===== src/rtl/hazard_ctrl_pkg.sv =====
// Shared types for the decode-stage hazard controller: action encodings,
// forwarding select encodings and the shadow pipeline entry.
package hazard_ctrl_pkg;

  typedef enum logic [1:0] {
    HZ_RUN    = 2'd0,
    HZ_STALL  = 2'd1,
    HZ_FLUSH  = 2'd2,
    HZ_FREEZE = 2'd3
  } hz_state_t;

  localparam logic [1:0] FWD_RF  = 2'b00;
  localparam logic [1:0] FWD_MEM = 2'b01;
  localparam logic [1:0] FWD_EX  = 2'b10;

  typedef struct packed {
    logic       v;
    logic [4:0] rd;
    logic       wr;
    logic       ld;
  } shadow_t;

  localparam shadow_t SHADOW_EMPTY = '0;

  // Youngest producer wins: EX/MEM result is newer than MEM/WB.
  function automatic logic [1:0] fwd_sel(input logic hit_ex, input logic hit_mem);
    if (hit_ex)       return FWD_EX;
    else if (hit_mem) return FWD_MEM;
    else              return FWD_RF;
  endfunction

endpackage


===== src/rtl/hazard_ctrl_hz_match.sv =====
// Register dependency compare of one decode operand against one shadow entry.
// x0 never produces a dependency.
module hz_match
  import hazard_ctrl_pkg::*;
(
  input  shadow_t    entry,
  input  logic [4:0] rs,
  input  logic       use_rs,
  output logic       hit
);

  // The load flag does not take part in the match; callers qualify with it.
  logic unused_ld;
  assign unused_ld = entry.ld;

  // Dependency exists only for a live, writing, non-x0 producer of the used source.
  always_comb begin
    hit = use_rs && entry.v && entry.wr && (entry.rd != 5'd0) && (entry.rd == rs);
  end

endmodule


===== src/rtl/hazard_ctrl.sv =====
// Pipeline hazard controller beside the decode stage of the five-stage core.
// Tracks in-flight destinations in a three-entry shadow pipe (EX, MEM, WB),
// picks RUN / STALL / FLUSH / FREEZE each cycle and registers EX forwarding
// selects. Define HAZ_WB_BYPASS_EN to replace the WB-retire stall with a
// decode-stage wb_data bypass (id_byp_a / id_byp_b ports).
//
// state  | meaning
// RUN    | decode issues into EX
// STALL  | hold PC and IF/ID, bubble into EX (load-use or WB-retire)
// FLUSH  | taken branch in EX: clear IF/ID, bubble into EX, fetch target
// FREEZE | data memory busy: every pipeline register holds
module hazard_ctrl
  import hazard_ctrl_pkg::*;
#(
  parameter int CNT_W = 16
) (
  input  logic             clk,
  input  logic             reset,
  input  logic             id_valid,
  input  logic [4:0]       id_rs1,
  input  logic [4:0]       id_rs2,
  input  logic             id_use_rs1,
  input  logic             id_use_rs2,
  input  logic [4:0]       id_rd,
  input  logic             id_reg_write,
  input  logic             id_mem_read,
  input  logic             ex_branch_taken,
  input  logic             mem_busy,
  output logic             pc_en,
  output logic             ifid_en,
  output logic             ifid_flush,
  output logic             idex_bubble,
  output logic             exmem_en,
  output logic             memwb_en,
  output logic [1:0]       fwd_a,
  output logic [1:0]       fwd_b,
`ifdef HAZ_WB_BYPASS_EN
  output logic             id_byp_a,
  output logic             id_byp_b,
`endif
  output logic [1:0]       hz_state,
  output logic [CNT_W-1:0] stall_cnt,
  output logic [CNT_W-1:0] flush_cnt
);

  shadow_t   sh_ex, sh_mem, sh_wb;
  hz_state_t act, hz_q;
  logic      use_a, use_b;
  logic      ex_a, ex_b, mem_a, mem_b, wb_a, wb_b;
  logic      load_use, stall;

  // An invalid decode slot reads nothing, so it can never depend on anything.
  assign use_a = id_valid && id_use_rs1;
  assign use_b = id_valid && id_use_rs2;

  hz_match u_ex_a  (.entry(sh_ex),  .rs(id_rs1), .use_rs(use_a), .hit(ex_a));
  hz_match u_ex_b  (.entry(sh_ex),  .rs(id_rs2), .use_rs(use_b), .hit(ex_b));
  hz_match u_mem_a (.entry(sh_mem), .rs(id_rs1), .use_rs(use_a), .hit(mem_a));
  hz_match u_mem_b (.entry(sh_mem), .rs(id_rs2), .use_rs(use_b), .hit(mem_b));
  hz_match u_wb_a  (.entry(sh_wb),  .rs(id_rs1), .use_rs(use_a), .hit(wb_a));
  hz_match u_wb_b  (.entry(sh_wb),  .rs(id_rs2), .use_rs(use_b), .hit(wb_b));

  // Stall sources: load still in EX, or (without the bypass) a result retiring in WB.
  always_comb begin
    load_use = sh_ex.ld && (ex_a || ex_b);
`ifdef HAZ_WB_BYPASS_EN
    stall = load_use;
`else
    stall = load_use || wb_a || wb_b;
`endif
  end

  // Next action, highest priority first.
  always_comb begin
    act = HZ_RUN;
    if (mem_busy)             act = HZ_FREEZE;
    else if (ex_branch_taken) act = HZ_FLUSH;
    else if (stall)           act = HZ_STALL;
  end

  // Pipeline control outputs; reset forces a plain running pipe.
  always_comb begin
    pc_en       = 1'b1;
    ifid_en     = 1'b1;
    ifid_flush  = 1'b0;
    idex_bubble = 1'b0;
    exmem_en    = 1'b1;
    memwb_en    = 1'b1;
    if (reset) begin
      unique case (act)
        HZ_FREEZE: begin
          pc_en    = 1'b0;
          ifid_en  = 1'b0;
          exmem_en = 1'b0;
          memwb_en = 1'b0;
        end
        HZ_FLUSH: begin
          ifid_flush  = 1'b1;
          idex_bubble = 1'b1;
        end
        HZ_STALL: begin
          pc_en       = 1'b0;
          ifid_en     = 1'b0;
          idex_bubble = 1'b1;
        end
        default: ;
      endcase
    end
  end

`ifdef HAZ_WB_BYPASS_EN
  // Decode takes wb_data directly when the operand's producer is retiring this cycle.
  always_comb begin
    id_byp_a = reset && wb_a;
    id_byp_b = reset && wb_b;
  end
`endif

  // Action register, visible as hz_state one cycle later.
  always_ff @(posedge clk) begin
    if (!reset) hz_q <= HZ_RUN;
    else        hz_q <= act;
  end

  assign hz_state = hz_q;

  // Shadow pipe shifts on every non-frozen cycle; only RUN issues a real entry.
  always_ff @(posedge clk) begin
    if (!reset) begin
      sh_ex  <= SHADOW_EMPTY;
      sh_mem <= SHADOW_EMPTY;
      sh_wb  <= SHADOW_EMPTY;
    end else if (act != HZ_FREEZE) begin
      sh_wb  <= sh_mem;
      sh_mem <= sh_ex;
      if (act == HZ_RUN) sh_ex <= '{v: id_valid, rd: id_rd, wr: id_reg_write, ld: id_mem_read};
      else               sh_ex <= SHADOW_EMPTY;
    end
  end

  // Forwarding selects follow the instruction into EX; bubbles carry regfile selects.
  always_ff @(posedge clk) begin
    if (!reset) begin
      fwd_a <= FWD_RF;
      fwd_b <= FWD_RF;
    end else if (act == HZ_RUN) begin
      fwd_a <= fwd_sel(ex_a, mem_a);
      fwd_b <= fwd_sel(ex_b, mem_b);
    end else if (act != HZ_FREEZE) begin
      fwd_a <= FWD_RF;
      fwd_b <= FWD_RF;
    end
  end

  // Saturating performance counters.
  always_ff @(posedge clk) begin
    if (!reset) begin
      stall_cnt <= '0;
      flush_cnt <= '0;
    end else begin
      if (act == HZ_STALL && stall_cnt != '1) stall_cnt <= stall_cnt + 1'b1;
      if (act == HZ_FLUSH && flush_cnt != '1) flush_cnt <= flush_cnt + 1'b1;
    end
  end

endmodule


===== config.mk =====
export PLATFORM = sky130hd
export DESIGN_NAME = hazard_ctrl
export DESIGN_NICKNAME = d
export VERILOG_FILES = /design/src/rtl/hazard_ctrl_pkg.sv /design/src/rtl/hazard_ctrl_hz_match.sv /design/src/rtl/hazard_ctrl.sv
export SDC_FILE = /design/constraint.sdc
export NUM_CORES = 1
export LEC_CHECK = 0
export ABC_CLOCK_PERIOD_IN_PS = 2500
export BUFFER_PORTS_ARGS = -buffer_cell sky130_fd_sc_hd__buf_2
export CORE_ASPECT_RATIO = 2
export CORE_MARGIN = 3
export CORE_UTILIZATION = 49
export DETAILED_ROUTE_END_ITERATION = 8
export PLACE_DENSITY = 0.76
export SETUP_SLACK_MARGIN = 0.3
export SLEW_MARGIN = 20
export SYNTH_ARGS = -nofsm -noshare
export SYNTH_HDL_FRONTEND = slang
export SYNTH_HIERARCHICAL = 1
export SYNTH_SLANG_ARGS = --single-unit

===== constraint.sdc =====
create_clock -name clk -period 2.5 [get_ports clk]
set_input_delay 0 -clock clk [delete_from_list [all_inputs] [get_ports clk]]
set_output_delay 0 -clock clk [all_outputs]
set_load 0.05 [all_outputs]

After elaboration in Yosys (flattened, before gate mapping)

Cells that the tools add are included.

Equal/unequal tests: 12
Add/sub/neg operators: 2
Reductions and logical operators: 39
Mux-type cells: 19

Operator list:

| kind                  | number |
|---|---|
| $add 16x1->16 const B | 2 |
| $ne 16x16->1 const B  | 2 |
| $eq 5x5->1            | 6 |
| $logic_and 1x1->1     | 29 |
| $reduce_bool 5->1     | 3 |
| $mux 2                | 7 |
| $mux 1                | 11 |
| $mux 8                | 1 |
| $eq 2x2->1 const B    | 2 |
| $reduce_or 2->1       | 2 |
| $logic_or 1x1->1      | 3 |
| $eq 2x1->1 const B    | 1 |
| $logic_not 2->1       | 1 |
| $ne 2x2->1 const B    | 1 |
| $reduce_bool 2->1     | 1 |

Input port bits: 24
Output and inout port bits: 44
Register bits: 60

Logic depth before layout (Yosys ltp)

Word-level depth: 16
Mapped depth: 13
Gate-level depth less buffers: 12

Modules after synthesis

The synthesis kept the hierarchy.

By module, submodules not included:

| module      | seq. area each (um^2) | times used | area an instance (um^2) | cells each |
|---|---|---|---|---|
| hazard_ctrl | 1241.2                | 1          | 2775.2                  | 315 |
| hz_match    | 0.0                   | 6          | 72.6                    | 10 |

Worst setup path after synthesis

Ideal clock, no wire load.

Path kind: register -> output
Start: reg sh_ex[3] (netlist name)
End: out pc_en
Stages on the path, launching flop included: 8
Data arrival time: 2.823 ns
Path buffers: 1
Slack: -0.323 ns
Cell sequence: dfxtp_1 or4_1 nor2_1 nor3_1 o21ai_0 a21oi_1 o21ai_0 buf_4

Word-level cells in the longest chain between the ends: 14
Elaborated cells between the ends (all ways): 19

RTL lines:

| element                                         | RTL line                   | RTL |
|---|---|---|
| start, declared                                 | hazard_ctrl.sv:46          | `shadow_t sh_ex, sh_mem, sh_wb;` |
| start signal, assigned                          | hazard_ctrl.sv:136         | `if (act == HZ_RUN) sh_ex <= '{v: id_valid, rd: id_rd, wr: id_reg_write, ld: id_mem_read};` |
| $reduce_bool 5->1                               | hazard_ctrl_hz_match.sv:18 | `hit = use_rs && entry.v && entry.wr && (entry.rd != 5'd0) && (entry.rd == rs);` |
| $logic_and 1x1->1                               | hazard_ctrl_hz_match.sv:18 |  |
| $logic_and 1x1->1 *                             | hazard_ctrl_hz_match.sv:18 |  |
| via ex_b                                        | hazard_ctrl.sv:49          | `logic ex_a, ex_b, mem_a, mem_b, wb_a, wb_b;` |
| $logic_or 1x1->1 *                              | hazard_ctrl.sv:65          | `load_use = sh_ex.ld && (ex_a \|\| ex_b);` |
| $logic_and 1x1->1 *                             | hazard_ctrl.sv:65          |  |
| $logic_or 1x1->1 * (2 in series)                | hazard_ctrl.sv:69          | `stall = load_use \|\| wb_a \|\| wb_b;` |
| $mux 1 *                                        | hazard_ctrl.sv:78          | `else if (stall) act = HZ_STALL;` |
| $mux 2 *                                        | hazard_ctrl.sv:77          | `else if (ex_branch_taken) act = HZ_FLUSH;` |
| $mux 2 *                                        | hazard_ctrl.sv:76          | `if (mem_busy) act = HZ_FREEZE;` |
| $eq 2x1->1 / $eq 2x2->1 (equally long branches) | n/a                        |  |
| $reduce_or 2->1 (no source line) *              | n/a                        |  |
| $mux 1 * (2 in series)                          | n/a                        |  |
| end, declared                                   | hazard_ctrl.sv:29          | `output logic pc_en,` |

The timed path passes the listed nets; every way through them passes the cells marked *.

Final worst setup path

Start: reg sh_ex[5] (netlist name)
End: reg stall_cnt[9]

Word-level cells in the longest chain between the ends: 12
Elaborated cells between the ends (all ways): 16

RTL lines:

| element                          | RTL line                   | RTL |
|---|---|---|
| $reduce_bool 5->1                | hazard_ctrl_hz_match.sv:18 |  |
| $logic_and 1x1->1                | hazard_ctrl_hz_match.sv:18 |  |
| $logic_and 1x1->1 *              | hazard_ctrl_hz_match.sv:18 |  |
| via ex_a                         | hazard_ctrl.sv:49          |  |
| $logic_or 1x1->1 *               | hazard_ctrl.sv:65          |  |
| $logic_and 1x1->1 *              | hazard_ctrl.sv:65          |  |
| $logic_or 1x1->1 * (2 in series) | hazard_ctrl.sv:69          |  |
| $mux 1 *                         | hazard_ctrl.sv:78          |  |
| $mux 2 *                         | hazard_ctrl.sv:77          |  |
| $mux 2 *                         | hazard_ctrl.sv:76          |  |
| via act[0]                       | hazard_ctrl.sv:47          | `hz_state_t act, hz_q;` |
| $eq 2x1->1 *                     | hazard_ctrl.sv:161         | `if (act == HZ_STALL && stall_cnt != '1) stall_cnt <= stall_cnt + 1'b1;` |
| $logic_and 1x1->1 *              | hazard_ctrl.sv:161         |  |
| end signal, assigned             | hazard_ctrl.sv:161         |  |
| end, declared                    | hazard_ctrl.sv:42          | `output logic [CNT_W-1:0] stall_cnt,` |

Marks and branches as above.
A chain may end at the register's enable or synchronous reset.

==> results by group <==
Outcome
  – Status: complete, but fails checks
  – Failing checks: setup timing

Detailed routing
  – DR vias: ~3200
  – DRC Markers: 0
  – Average wire per standard cell: 17.1 um
  – DRT Pass-1 Iters: 4
  – Routed wire length: about 9500 um
  – Initial drt markers: 190
  – Vias per Instance: 5.77
  – Antenna Nets Post-Route: 0

Global routing
  – Initial antenna violation count: 0
  – Pin count of the biggest net entering global routing: 46
  – Overall Global Routing Usage: 25.2%
  – First-pass GRT wire length: 14800 um
  – Grt ovf: 0
  – Vias in the first global route: 3073

Pwr
  – Pint: 0.00179 W
  – Clock share of power: 48.7%
  – Switching power: 0.000538 W
  – Combinational share of power: 9.5%
  – P per Cell Area: 526 nW/um^2
  – Static Leak: roughly 1.7 nW
  – Switching Share: 23.1%
  – Seq pwr share: 41.8%
  – Peak supply drop: 0.000388 V

Place
  – IO buf count: 67
  – Place WS: -0.204 ns
  – GPL Wtd Cong: 0.926
  – Dpl hpwl: 6570 um

Critical path
  – RR Startpoint: sh_ex[5]$_SDFFE_PN0P_
  – Worst path max stage delay: ~0.48 ns
  – WP buf/inv: 1
  – CP Capture Point: stall_cnt[9]$_SDFFE_PN0P_
  – Critical path depth in cells: 12
  – Flop2flop setup slack: -0.14 ns
  – WP data arrival: 2.89 ns
  – Worst EP required: 2.75 ns
  – Critical Path, Cell by Cell: xnor2_1 -> nand4_1 -> nor3_2 -> o21ai_1 -> a21oi_2 -> nor2_1 -> inv_1 -> ha_4 -> nand3_4 -> or3_4 -> or4_1 -> a21oi_1
  – Reg2reg end: stall_cnt[9]$_SDFFE_PN0P_
  – Setup crit end kind: flip-flop
  – Top Family by Delay on Critical Path: simple AND/OR/NAND/NOR gates
  – R2R depth: 12
  – CP max-delay cell: or4_1
  – Critical Path Start: sh_ex[5]$_SDFFE_PN0P_
  – Critical Path Source Type: flip-flop
  – Critical path type: reg2reg
  – Largest fanout on the critical path: 5

Clock network
  – Clk Latency, worst-skew pair: 0.32 ns
  – H-tree depth: 3
  – CTS tree: built
  – Root buffer cell: clkbuf_16
  – Worst-path clk slew: 0.05 ns
  – Clk sink count: 60
  – Bufs on Longest Clock Path: 2
  – CTS Buf Count: 9

Yosys
  – Mean post-synth cell area: 8.52 um^2
  – Yosys warns: 6
  – Cells after Synth: 369
  – Post-Syn Area: between 3000 and 4000 um^2
  – Post-Syn Nets: about 400

STA
  – Unrepaired setup endpoints after global routing: yes
  – Fmax: 0.379 GHz
  – Final setup fails: 10
  – Post-route setup slack: -0.140 ns
  – Rel. slew slack: between 50% and 60%
  – Fin. max-slew vios: 0
  – Worst Clk Skew: 0.00621 ns
  – Final hold vios: 0
  – Hold slack final: 0.0569 ns
  – Worst-margin pin slew: 0.714 ns
  – Fin crit period: 2.64 ns
  – Final period util: 106%

Die
  – Die area: around 7500 um^2
  – Initial core utilization: 51.5%
  – CORE AREA: between 6000 and 7000 um^2
  – Die W: 62.6 um
  – IO Pins: 68
  – Overall die height: 119 um
  – Row count: 40

Final layout
  – Layout Utilization: 72.6%
  – Diode count: 0
  – Final nets: a little under 500
  – Layout cells sized above 1: 33.5%
  – Area grow syn2layout: 41.0%

Min path
  – Hold crit path type: in2reg

Flow run
  – Max-cap violations: 0
routing by layer:
| layer | share of wire, % | track usage (%) |
|---|---|---|
| met4 | 4.0 | 15.4 |
| met2 | 57 | 46.9 |
| met1 | 36 | 25.0 |
| met3 | 3.7 | 4.72 |
| met5 | 0 | 0 |
state kept, by name, summed over array words and instances (netlist names):
name       cells
flush_cnt     16
stall_cnt     16
sh_ex          8
sh_mem         7
sh_wb          7
fwd_a          2
fwd_b          2
hz_state       2
through the flow:
step	total power (W)	cell area (um^2)	std cells	setup TNS, ns
2_1_floorplan	0.00112	3170	369	-0.0876
5_1_grt	0.00241	4430	555	-2.28
3_3_place_gp	0.00118	3710	525	-0.331
6_report	0.00233	4430	555	-0.597
4_1_cts	0.00234	4260	552	-0.137
3_5_place_dp	0.00118	3710	525	-0.873
how the worst min path moves through the flow:
stage / start / to / slack, ns / depth (start not counted)
floorplan: id_rd[0] / sh_ex[2]$_SDFFE_PN0P_ / 0.14 / 2
global placement: id_reg_write / sh_ex[1]$_SDFFE_PN0P_ / 0.24 / 3
detailed placement: id_mem_read / sh_ex[0]$_SDFFE_PN0P_ / 0.25 / 3
CTS: mem_busy / hz_state[1]$_SDFF_PN0_ / 0.02 / 3
global route: mem_busy / hz_state[1]$_SDFF_PN0_ / 0.07 / 3
finish: mem_busy / hz_state[1]$_SDFF_PN0_ / 0.06 / 3
placed cells by master (no fill, tap or decap), drive strengths merged, types with 2 or more instances in the layout:
master,instances
buf,99
dfxtp,60
nor2,43
xnor2,31
nand2,26
mux2i,22
nand4,22
a21oi,16
nor3,14
clkbuf,12
o21ai,12
or4,10
nand3,9
nand2b,8
a22oi,8
dlygate4sd3,8
inv,7
or3,7
nor4,6
and2,5
nor2b,5
o41ai,4
ha,4
and4,3
o31ai,3
a31oi,3
nor4bb,3
o211ai,2
o211a,2
o311ai,2
a2111oi,2
and3,2
clkinv,2
a211oi,2
final cells by class:
cell class | count | area, um^2
clock inverter | 2 | 10.0
fill | 490 | 1680
tap | 84 | 105
timing repair buffer | 107 | 704
inverter | 7 | 26.3
sequential | 60 | 1220
clock buffer | 12 | 267
multi-input combinational | 283 | 2100
power by group through the flow:
stage | Clock [W] | Combinational (W) | Sequential (W)
after detailed placement | 0 | 0.000185 | 0.000994
final | 0.00113 | 0.000221 | 0.000974
after CTS | 0.00115 | 0.000209 | 0.000973
after floorplan | 0 | 0.000107 | 0.00101
after global routing | 0.00120 | 0.000236 | 0.000974
after global placement | 0 | 0.000183 | 0.000994
what timing repair did:
action	4_1_cts	5_1_grt
endpoints found under the setup margin	30	31
hold endpoints to repair	8	0
buffers inserted	5	3
hold buffers	8	0
pin swaps	15	19
resized for setup	39	27
worst reg2reg max path, stage by stage (launching register included):
cell and delay (ns):
dfxtp_2 0.40, xnor2_1 0.14, nand4_1 0.16, nor3_2 0.16, o21ai_1 0.10, a21oi_2 0.17, nor2_1 0.08, inv_1 0.10
ha_4 0.17, nand3_4 0.08, or3_4 0.37, or4_1 0.48, a21oi_1 0.16
Note: power is estimated with default switching activity, not from simulation.
